===== src/rtl/cpu_pkg.sv =====
// Shared encodings and the decoded control bundle used by the RV32 pipeline stages.
package cpu_pkg;

  localparam logic [1:0] R_TYPE  = 2'b10;
  localparam logic [1:0] I_TYPE  = 2'b00;
  localparam logic [1:0] S_TYPE  = 2'b01;
  localparam logic [1:0] SB_TYPE = 2'b11;

  localparam logic [6:0] OPC_R      = 7'b0110011;
  localparam logic [6:0] OPC_I      = 7'b0010011;
  localparam logic [6:0] OPC_LOAD   = 7'b0000011;
  localparam logic [6:0] OPC_STORE  = 7'b0100011;
  localparam logic [6:0] OPC_BRANCH = 7'b1100011;

  typedef struct packed {
    logic       RegWrite;
    logic       MemtoReg;
    logic       MemRead;
    logic       MemWrite;
    logic       ALUSrc;
    logic       Branch;
    logic [1:0] ALUOp;
  } ctrl_t;

  // Same bundle Control emits for NoOp: no side effects, R-type ALU class.
  localparam ctrl_t CTRL_BUBBLE = '{RegWrite: 1'b0, MemtoReg: 1'b0, MemRead: 1'b0,
                                    MemWrite: 1'b0, ALUSrc: 1'b0, Branch: 1'b0,
                                    ALUOp: R_TYPE};

endpackage


===== src/rtl/sat_counter.sv =====
// Saturating up-counter with synchronous active-low clear.
module sat_counter #(
  parameter int unsigned CNT_W = 16
) (
  input  logic             clk_i,
  input  logic             rst_i,
  input  logic             inc,
  output logic [CNT_W-1:0] count
);

  logic [CNT_W-1:0] count_q;

  always_ff @(posedge clk_i) begin
    if (!rst_i) begin
      count_q <= '0;
    end else if (inc && (count_q != {CNT_W{1'b1}})) begin
      count_q <= count_q + CNT_W'(1);
    end
  end

  assign count = count_q;

endmodule


===== src/rtl/id_ex_stage.sv =====
// ID/EX pipeline register: latches control and operands, detects load-use hazards,
// inserts bubbles on flush or hazard, and counts loaded instructions and bubbles.
module id_ex_stage
  import cpu_pkg::*;
#(
  parameter int unsigned XLEN  = 32,
  parameter int unsigned CNT_W = 16
) (
  input  logic             clk_i,
  input  logic             rst_i,
  input  logic             valid_i,
  input  logic             stall_i,
  input  logic             flush_i,
  input  logic             RegWrite_i,
  input  logic             MemtoReg_i,
  input  logic             MemRead_i,
  input  logic             MemWrite_i,
  input  logic             ALUSrc_i,
  input  logic             Branch_i,
  input  logic [1:0]       ALUOp_i,
  input  logic [9:0]       funct_i,
  input  logic [XLEN-1:0]  pc_i,
  input  logic [XLEN-1:0]  RS1data_i,
  input  logic [XLEN-1:0]  RS2data_i,
  input  logic [XLEN-1:0]  Imm_i,
  input  logic [4:0]       RS1addr_i,
  input  logic [4:0]       RS2addr_i,
  input  logic [4:0]       RDaddr_i,
  output logic             RegWrite_o,
  output logic             MemtoReg_o,
  output logic             MemRead_o,
  output logic             MemWrite_o,
  output logic             ALUSrc_o,
  output logic             Branch_o,
  output logic [1:0]       ALUOp_o,
  output logic [9:0]       funct_o,
  output logic [XLEN-1:0]  pc_o,
  output logic [XLEN-1:0]  RS1data_o,
  output logic [XLEN-1:0]  RS2data_o,
  output logic [XLEN-1:0]  Imm_o,
  output logic [4:0]       RS1addr_o,
  output logic [4:0]       RS2addr_o,
  output logic [4:0]       RDaddr_o,
  output logic             valid_o,
  output logic             hazard_o,
  output logic [CNT_W-1:0] insn_cnt_o,
  output logic [CNT_W-1:0] bubble_cnt_o
);

  ctrl_t            ctrl_q;
  logic [9:0]       funct_q;
  logic [XLEN-1:0]  pc_q, rs1_data_q, rs2_data_q, imm_q;
  logic [4:0]       rs1_addr_q, rs2_addr_q, rd_addr_q;
  logic             valid_q;
  logic             load_bubble, load_insn;

  // A load in EX whose destination is read by the instruction in ID.
  assign hazard_o = valid_q & ctrl_q.MemRead & (rd_addr_q != 5'd0) &
                    ((rd_addr_q == RS1addr_i) | (rd_addr_q == RS2addr_i));

  assign load_bubble = flush_i | (~stall_i & hazard_o);
  assign load_insn   = ~flush_i & ~stall_i & ~hazard_o;

  always_ff @(posedge clk_i) begin
    if (!rst_i) begin
      ctrl_q     <= '0;
      funct_q    <= '0;
      pc_q       <= '0;
      rs1_data_q <= '0;
      rs2_data_q <= '0;
      imm_q      <= '0;
      rs1_addr_q <= '0;
      rs2_addr_q <= '0;
      rd_addr_q  <= '0;
      valid_q    <= 1'b0;
    end else if (load_bubble) begin
      ctrl_q     <= CTRL_BUBBLE;
      funct_q    <= '0;
      pc_q       <= '0;
      rs1_data_q <= '0;
      rs2_data_q <= '0;
      imm_q      <= '0;
      rs1_addr_q <= '0;
      rs2_addr_q <= '0;
      rd_addr_q  <= '0;
      valid_q    <= 1'b0;
    end else if (load_insn) begin
      ctrl_q     <= '{RegWrite: RegWrite_i, MemtoReg: MemtoReg_i, MemRead: MemRead_i,
                      MemWrite: MemWrite_i, ALUSrc: ALUSrc_i, Branch: Branch_i,
                      ALUOp: ALUOp_i};
      funct_q    <= funct_i;
      pc_q       <= pc_i;
      rs1_data_q <= RS1data_i;
      rs2_data_q <= RS2data_i;
      imm_q      <= Imm_i;
      rs1_addr_q <= RS1addr_i;
      rs2_addr_q <= RS2addr_i;
      rd_addr_q  <= RDaddr_i;
      valid_q    <= valid_i;
    end
  end

  sat_counter #(.CNT_W(CNT_W)) u_insn_cnt (
    .clk_i (clk_i),
    .rst_i (rst_i),
    .inc   (load_insn & valid_i),
    .count (insn_cnt_o)
  );

  sat_counter #(.CNT_W(CNT_W)) u_bubble_cnt (
    .clk_i (clk_i),
    .rst_i (rst_i),
    .inc   (load_bubble | (load_insn & ~valid_i)),
    .count (bubble_cnt_o)
  );

  assign RegWrite_o = ctrl_q.RegWrite;
  assign MemtoReg_o = ctrl_q.MemtoReg;
  assign MemRead_o  = ctrl_q.MemRead;
  assign MemWrite_o = ctrl_q.MemWrite;
  assign ALUSrc_o   = ctrl_q.ALUSrc;
  assign Branch_o   = ctrl_q.Branch;
  assign ALUOp_o    = ctrl_q.ALUOp;
  assign funct_o    = funct_q;
  assign pc_o       = pc_q;
  assign RS1data_o  = rs1_data_q;
  assign RS2data_o  = rs2_data_q;
  assign Imm_o      = imm_q;
  assign RS1addr_o  = rs1_addr_q;
  assign RS2addr_o  = rs2_addr_q;
  assign RDaddr_o   = rd_addr_q;
  assign valid_o    = valid_q;

endmodule


===== config.mk =====
export PLATFORM = sky130hd
export DESIGN_NAME = id_ex_stage
export DESIGN_NICKNAME = d
export VERILOG_FILES = /design/src/rtl/cpu_pkg.sv /design/src/rtl/sat_counter.sv /design/src/rtl/id_ex_stage.sv
export SDC_FILE = /design/constraint.sdc
export NUM_CORES = 1
export LEC_CHECK = 0
export BUFFER_PORTS_ARGS = -buffer_cell sky130_fd_sc_hd__buf_2
export CORE_AREA = 4 4 137 139
export CTS_CLUSTER_DIAMETER = 60
export DETAILED_ROUTE_END_ITERATION = 7
export DIE_AREA = 0 0 141 143
export PLACE_DENSITY = 0.8
export SYNTH_ARGS = -nofsm -noshare
export SYNTH_HDL_FRONTEND = slang
export SYNTH_HIERARCHICAL = 1
export SYNTH_SLANG_ARGS = --single-unit

===== constraint.sdc =====
create_clock -name clk_i -period 5.21 [get_ports clk_i]
set_clock_uncertainty 0.1 [all_clocks]
set_input_delay 0.2605 -clock clk_i [delete_from_list [all_inputs] [get_ports clk_i]]
set_output_delay 0.2605 -clock clk_i [all_outputs]
set_load 0.05 [all_outputs]

[Yosys cells after proc, flatten, opt, wreduce, memory -nomap -nowiden]
Cells that the tools add are included.
Storage, ports and cells
  memories kept: 0
  output and inout bits: 195
  input bits: 166
  flip-flop bits (word level): 194
  word-level logic and storage cells: 48
  bits in writable memories: 0
  ROM bits: 0
  latch bits: 0
Operators by class
  multipliers: 0
  bitwise operators: 16
  reductions and logical operators: 5
  muxes and demuxes: 2
  divide/modulo/power cells: 0
  shifts and indexed selects: 0
  equality and inequality tests: 4
  add/sub/neg operators: 2
  $lt $le $gt $ge: 0
Operators by type and width (number)
  $add A16 B1 Y16 const B: 2
  $ne A16 B16 Y1 const B: 2
  $eq A5 B5 Y1: 2
  $and A1 B1 Y1: 8
  $not A1 Y1: 5
  $reduce_bool A5 Y1: 1
  $mux W2: 2
  $or A1 B1 Y1: 3
  $logic_and A1 B1 Y1: 2
  $reduce_bool A2 Y1: 1
  $reduce_or A2 Y1: 1

[Longest topological paths before layout]
  depth in word-level cells: 8
  gate-level depth with buffers: 10
  mapped depth without buffers: 9

[Cells and area by module]
The synthesis kept the hierarchy.
By module, submodules not included
  id_ex_stage: cells each 760, area each 6653.9 sq um, sequential area each 3243.1 sq um, instances 1
  sat_counter: cells each 97, area each 837.1 sq um, sequential area each 320.3 sq um, instances 2

[Worst setup path after synthesis]
Ideal clock, no wire load.
  kind: flip-flop to flip-flop
  start: register rd_addr_q[0], in the netlist RDaddr_o[0]
  end: register u_insn_cnt.count_q[13], in the netlist u_insn_cnt/count[13]
  stages on the path, launching flop included: 9
  clock period less this slack: 3208 ps
  required time: 5039 ps
  slack: 2002 ps
  path buffers: 1
  arrival time: 3038 ps
  setup time: 71 ps
  cell sequence: dfxtp_1 -> or4_1 -> o211ai_2 -> a21oi_2 -> buf_6 -> nor4b_1 -> nand2_1 -> or4_1 -> a21oi_1
Between the ends
  cells in the longest elaborated chain, start to end: 7
  elaborated cells between the ends (all ways): 10
  those cells by class: eq/ne (2); bitwise (6); reduce/logical (2)
RTL lines
  from (decl): RTL line id_ex_stage.sv:53  | logic [4:0] rs1_addr_q, rs2_addr_q, rd_addr_q;
  from (signal assigned): RTL line id_ex_stage.sv:98  | rd_addr_q <= RDaddr_i;
  $eq A5 B5 Y1 or $reduce_bool A5 Y1 (tied branches): RTL line id_ex_stage.sv:59, id_ex_stage.sv:58
  $or A1 B1 Y1 or $and A1 B1 Y1 (tied branches): RTL line id_ex_stage.sv:59, id_ex_stage.sv:58
  $and A1 B1 Y1 (*): RTL line id_ex_stage.sv:58  | assign hazard_o = valid_q & ctrl_q.MemRead & (rd_addr_q != 5'd0) &
  $not A1 Y1 (*): RTL line id_ex_stage.sv:62  | assign load_insn = ~flush_i & ~stall_i & ~hazard_o;
  $and A1 B1 Y1 (*): RTL line id_ex_stage.sv:62
  $and A1 B1 Y1 (*): RTL line id_ex_stage.sv:106  | .inc (load_insn & valid_i),
  $logic_and A1 B1 Y1 (*): RTL line sat_counter.sv:16  | end else if (inc && (count_q != {CNT_W{1'b1}})) begin
  to (signal assigned): RTL line sat_counter.sv:17  | count_q <= count_q + CNT_W'(1);
  to (decl): RTL line sat_counter.sv:11  | logic [CNT_W-1:0] count_q;
Every way passes the cells marked *; elsewhere a longest branch is shown, timed or not.
A chain may end at the register's enable or synchronous reset.

[Final worst setup path]
Ends and elaborated chain as after synthesis.

==> flow_summary.json <==
{
  "p_per_area_nw_per_um2": 278,
  "cts_tree": "done",
  "fin_crit_ns": 3.52,
  "synth_cell_type_count": 42,
  "drive_gt1_share_pct": 34.7,
  "syn_area_um2": 8330,
  "grt_pass1_wl_mm": 45.6,
  "post_drt_wl_per_cell_um": 18.2,
  "fillerInstances": 1290,
  "synth-seq-cells": 194,
  "status": "complete, no violations",
  "cts_setup_buffers": 0,
  "root_buffer": "clkbuf_16",
  "die_y_um": 143,
  "cts_resized": 0,
  "via_per_inst": 5.70,
  "wl_met1_mm": 11.3,
  "first_pass_iters": 8,
  "yosysSeqAreaShare_pct": 46.6,
  "grt_pass1_vias": 8841,
  "wl_met2_mm": 14.9,
  "track_usage_pct": 27.7,
  "final_cell_mix": "359 x buf_2, 322 x nand3_1, 194 x dfxtp_1",
  "num_rows": 49,
  "max_slew.worst_pin.slew_ns": 1.33,
  "dr_wl_met3_mm": 2.37,
  "insertion_delay_ns": 0.43,
  "vdd_drop_max_v": 0.000211,
  "drt_iter0_markers": 848,
  "syn_inst": 954,
  "worstPathArrival_ns": 3.77,
  "setup_viol_count_final": 0,
  "dieArea_um2": 20200,
  "start_kind": "register",
  "hpwl_mm": 16.7,
  "drt_wl_total_mm": 29.8,
  "fin_tns_setup_ns": 0,
  "synth-simple-area-share_pct": 27.4,
  "synth_area_per_cell_um2": 8.73,
  "cts_buffer_depth": 2,
  "max-slew-margin-rel_pct": 10.6,
  "path_max_fanout": 10,
  "finalHoldViolCount": 0,
  "layout_commonest_cell": "buf_2",
  "ys_warn_count": 6,
  "grt-ovfl-total": 0,
  "clk_pin_slew_worst_paths_ns": 0.07,
  "placedCellCount": 1454,
  "die_w_um": 141,
  "final_nets": 1559,
  "ant_nets": 0,
  "synth.area.mux_share_pct": 0.721,
  "ys.flop_type": "dfxtp_1",
  "crit_required_ns": 5.46,
  "synthAdderAreaFrac_pct": 0.300,
  "synth_compound_area_share_pct": 17.2,
  "route.detailed.drc": 0,
  "rsz0062_at_grt": "no",
  "synthXorXnorAreaFrac_pct": 1.47,
  "antenna_found_initial": 1,
  "hold_path_class": "input port to register",
  "synthArstFlopShare_pct": 0,
  "setup_ws_ns": 1.69,
  "instances_no_fill": 1634,
  "gp_congestion": 0.876,
  "crit_type": "register to register",
  "syn_nets": 1122,
  "synth_edf_count": 0,
  "grt_max_degree": 274,
  "synth_top_family_by_area": "simple AND/OR/NAND/NOR gates",
  "drv_slew": 0,
  "via_count": 9316,
  "fin_crit_sh_pct": 67.5,
  "io_buffers": 360,
  "initial_core_util_pct": 47.2,
  "syn_to_final_growth_pct": 44.7,
  "leakage_nw": 5.21,
  "cts_buffers": 17,
  "max_cap_viol_count": 0,
  "max_freq_mhz": 284,
  "htree_levels": 4,
  "core_um2": 17700,
  "cts_sinks": 194,
  "dp_slack_ns": 1.71,
  "top_layer": "met4",
  "cp-end-kind": "register",
  "boundaryPins": 361
}
report_power, final:
| part | internal [mW] | switching (mW) |
|---|---|---|
| logic | 0.187 | 0.336 |
| clock network | 0.636 | 0.634 |
| registers | 1.53 | 0.0272 |
| total | 2.35 | 0.997 |
layout make-up:
cell class	instances	area (um2)	share of cell area [%]
Tap cell	229	287	2.38
Antenna cell	1	2.50	0.0208
Sequential cell	194	3880	32.2
Inverter	10	40.0	0.332
Clock inverter	15	140	1.16
Multi-Input combinational cell	656	3930	32.6
Timing Repair Buffer	512	3340	27.7
Clock buffer	17	425	3.53
repair_timing:
action / 4_1_cts / 5_1_grt
endpoints found under the hold margin: 147 / 0
hold buffers: 147 / 0
setup endpoints to repair: 0 / 0
metrics by stage:
| step | cell area [um2] | utilization, % | hold slack (ns) | total power, mW |
|---|---|---|---|---|
| floorplan | 8330 | - | 0.294 | 1.86 |
| detailed placement | 10000 | 56.7 | 0.346 | 2.00 |
| CTS | 12000 | 68.2 | 0.000747 | 3.36 |
| finish | 12000 | 68.2 | 0.0219 | 3.35 |
| global route | 12000 | 68.2 | 0.00695 | 3.46 |
| global placement | 10000 | 56.7 | 0.339 | 2.00 |
worst paths after layout:
path                                 start                           endpoint  slack, ns  cells after the start
setup / recovery  RDaddr_o[0]$_SDFFE_PP0P_  u_insn_cnt/count[13]$_SDFFE_PN0P_       1.69                      7
hold / removal                    pc_i[30]              pc_o[30]$_SDFFE_PP0P_       0.02                      3
setup reg to reg  RDaddr_o[0]$_SDFFE_PP0P_  u_insn_cnt/count[13]$_SDFFE_PN0P_       1.69                      7
hold reg to reg      pc_o[13]$_SDFFE_PP0P_              pc_o[13]$_SDFFE_PP0P_       0.35                      2
metal layers:
metal | track usage, % | vias up
met5 | 0 | -
met4 | 14.3 | 0
met3 | 7.13 | 114
met2 | 46.9 | 497
met1 | 32.5 | 4343
li1 | - | 4362
worst max-delay path, cell delays in order, from the launching register on:
cell and delay [ns]:
dfxtp_1 0.37, or4_1 0.58, o211ai_2 0.21, a21oi_4 0.07, nor4b_1 0.89, nand2_1 0.48, or4_1 0.60, a21oi_1 0.15
flip-flops by register name, summed over array words and instances, names as in the netlist:
| signal | count |
|---|---|
| Imm_o | 32 |
| RS1data_o | 32 |
| RS2data_o | 32 |
| pc_o | 32 |
| u_bubble_cnt/count | 16 |
| u_insn_cnt/count | 16 |
| funct_o | 10 |
| RDaddr_o | 5 |
| RS1addr_o | 5 |
| RS2addr_o | 5 |
| ALUOp_o | 2 |
| ALUSrc_o | 1 |
| Branch_o | 1 |
| MemRead_o | 1 |
| MemWrite_o | 1 |
| MemtoReg_o | 1 |
| RegWrite_o | 1 |
| valid_o | 1 |
kinds of logic after synthesis:
family	Yosys count
adders and majority gates	2
buffers and inverters	104
AOI/OAI and AO/OA	210
muxes	6
and+or+nand+nor	424
DFF	194
xor gates and xnor gates	14
synthesized netlist by cell type, drive strengths merged (3+ instances only):
master  instances  area, um2
nand3         322       1610
dfxtp         194       3880
o21ai         169       1150
clkbuf         74        278
nand2          21       78.8
buf            20        211
a21oi          19       98.9
nand3b         16        120
or4            11       82.6
inv            10       37.5
nor2           10       37.5
o31ai          10       75.1
nand4           8       80.1
nor4            8       62.6
xor2            8       70.1
and4            6       52.6
mux2i           6       60.1
nor3            6       30.0
or3             6       47.5
xnor2           6       52.6
nand2b          4       25.0
o211ai          3       27.5
Power figures use the tool's default switching activity.
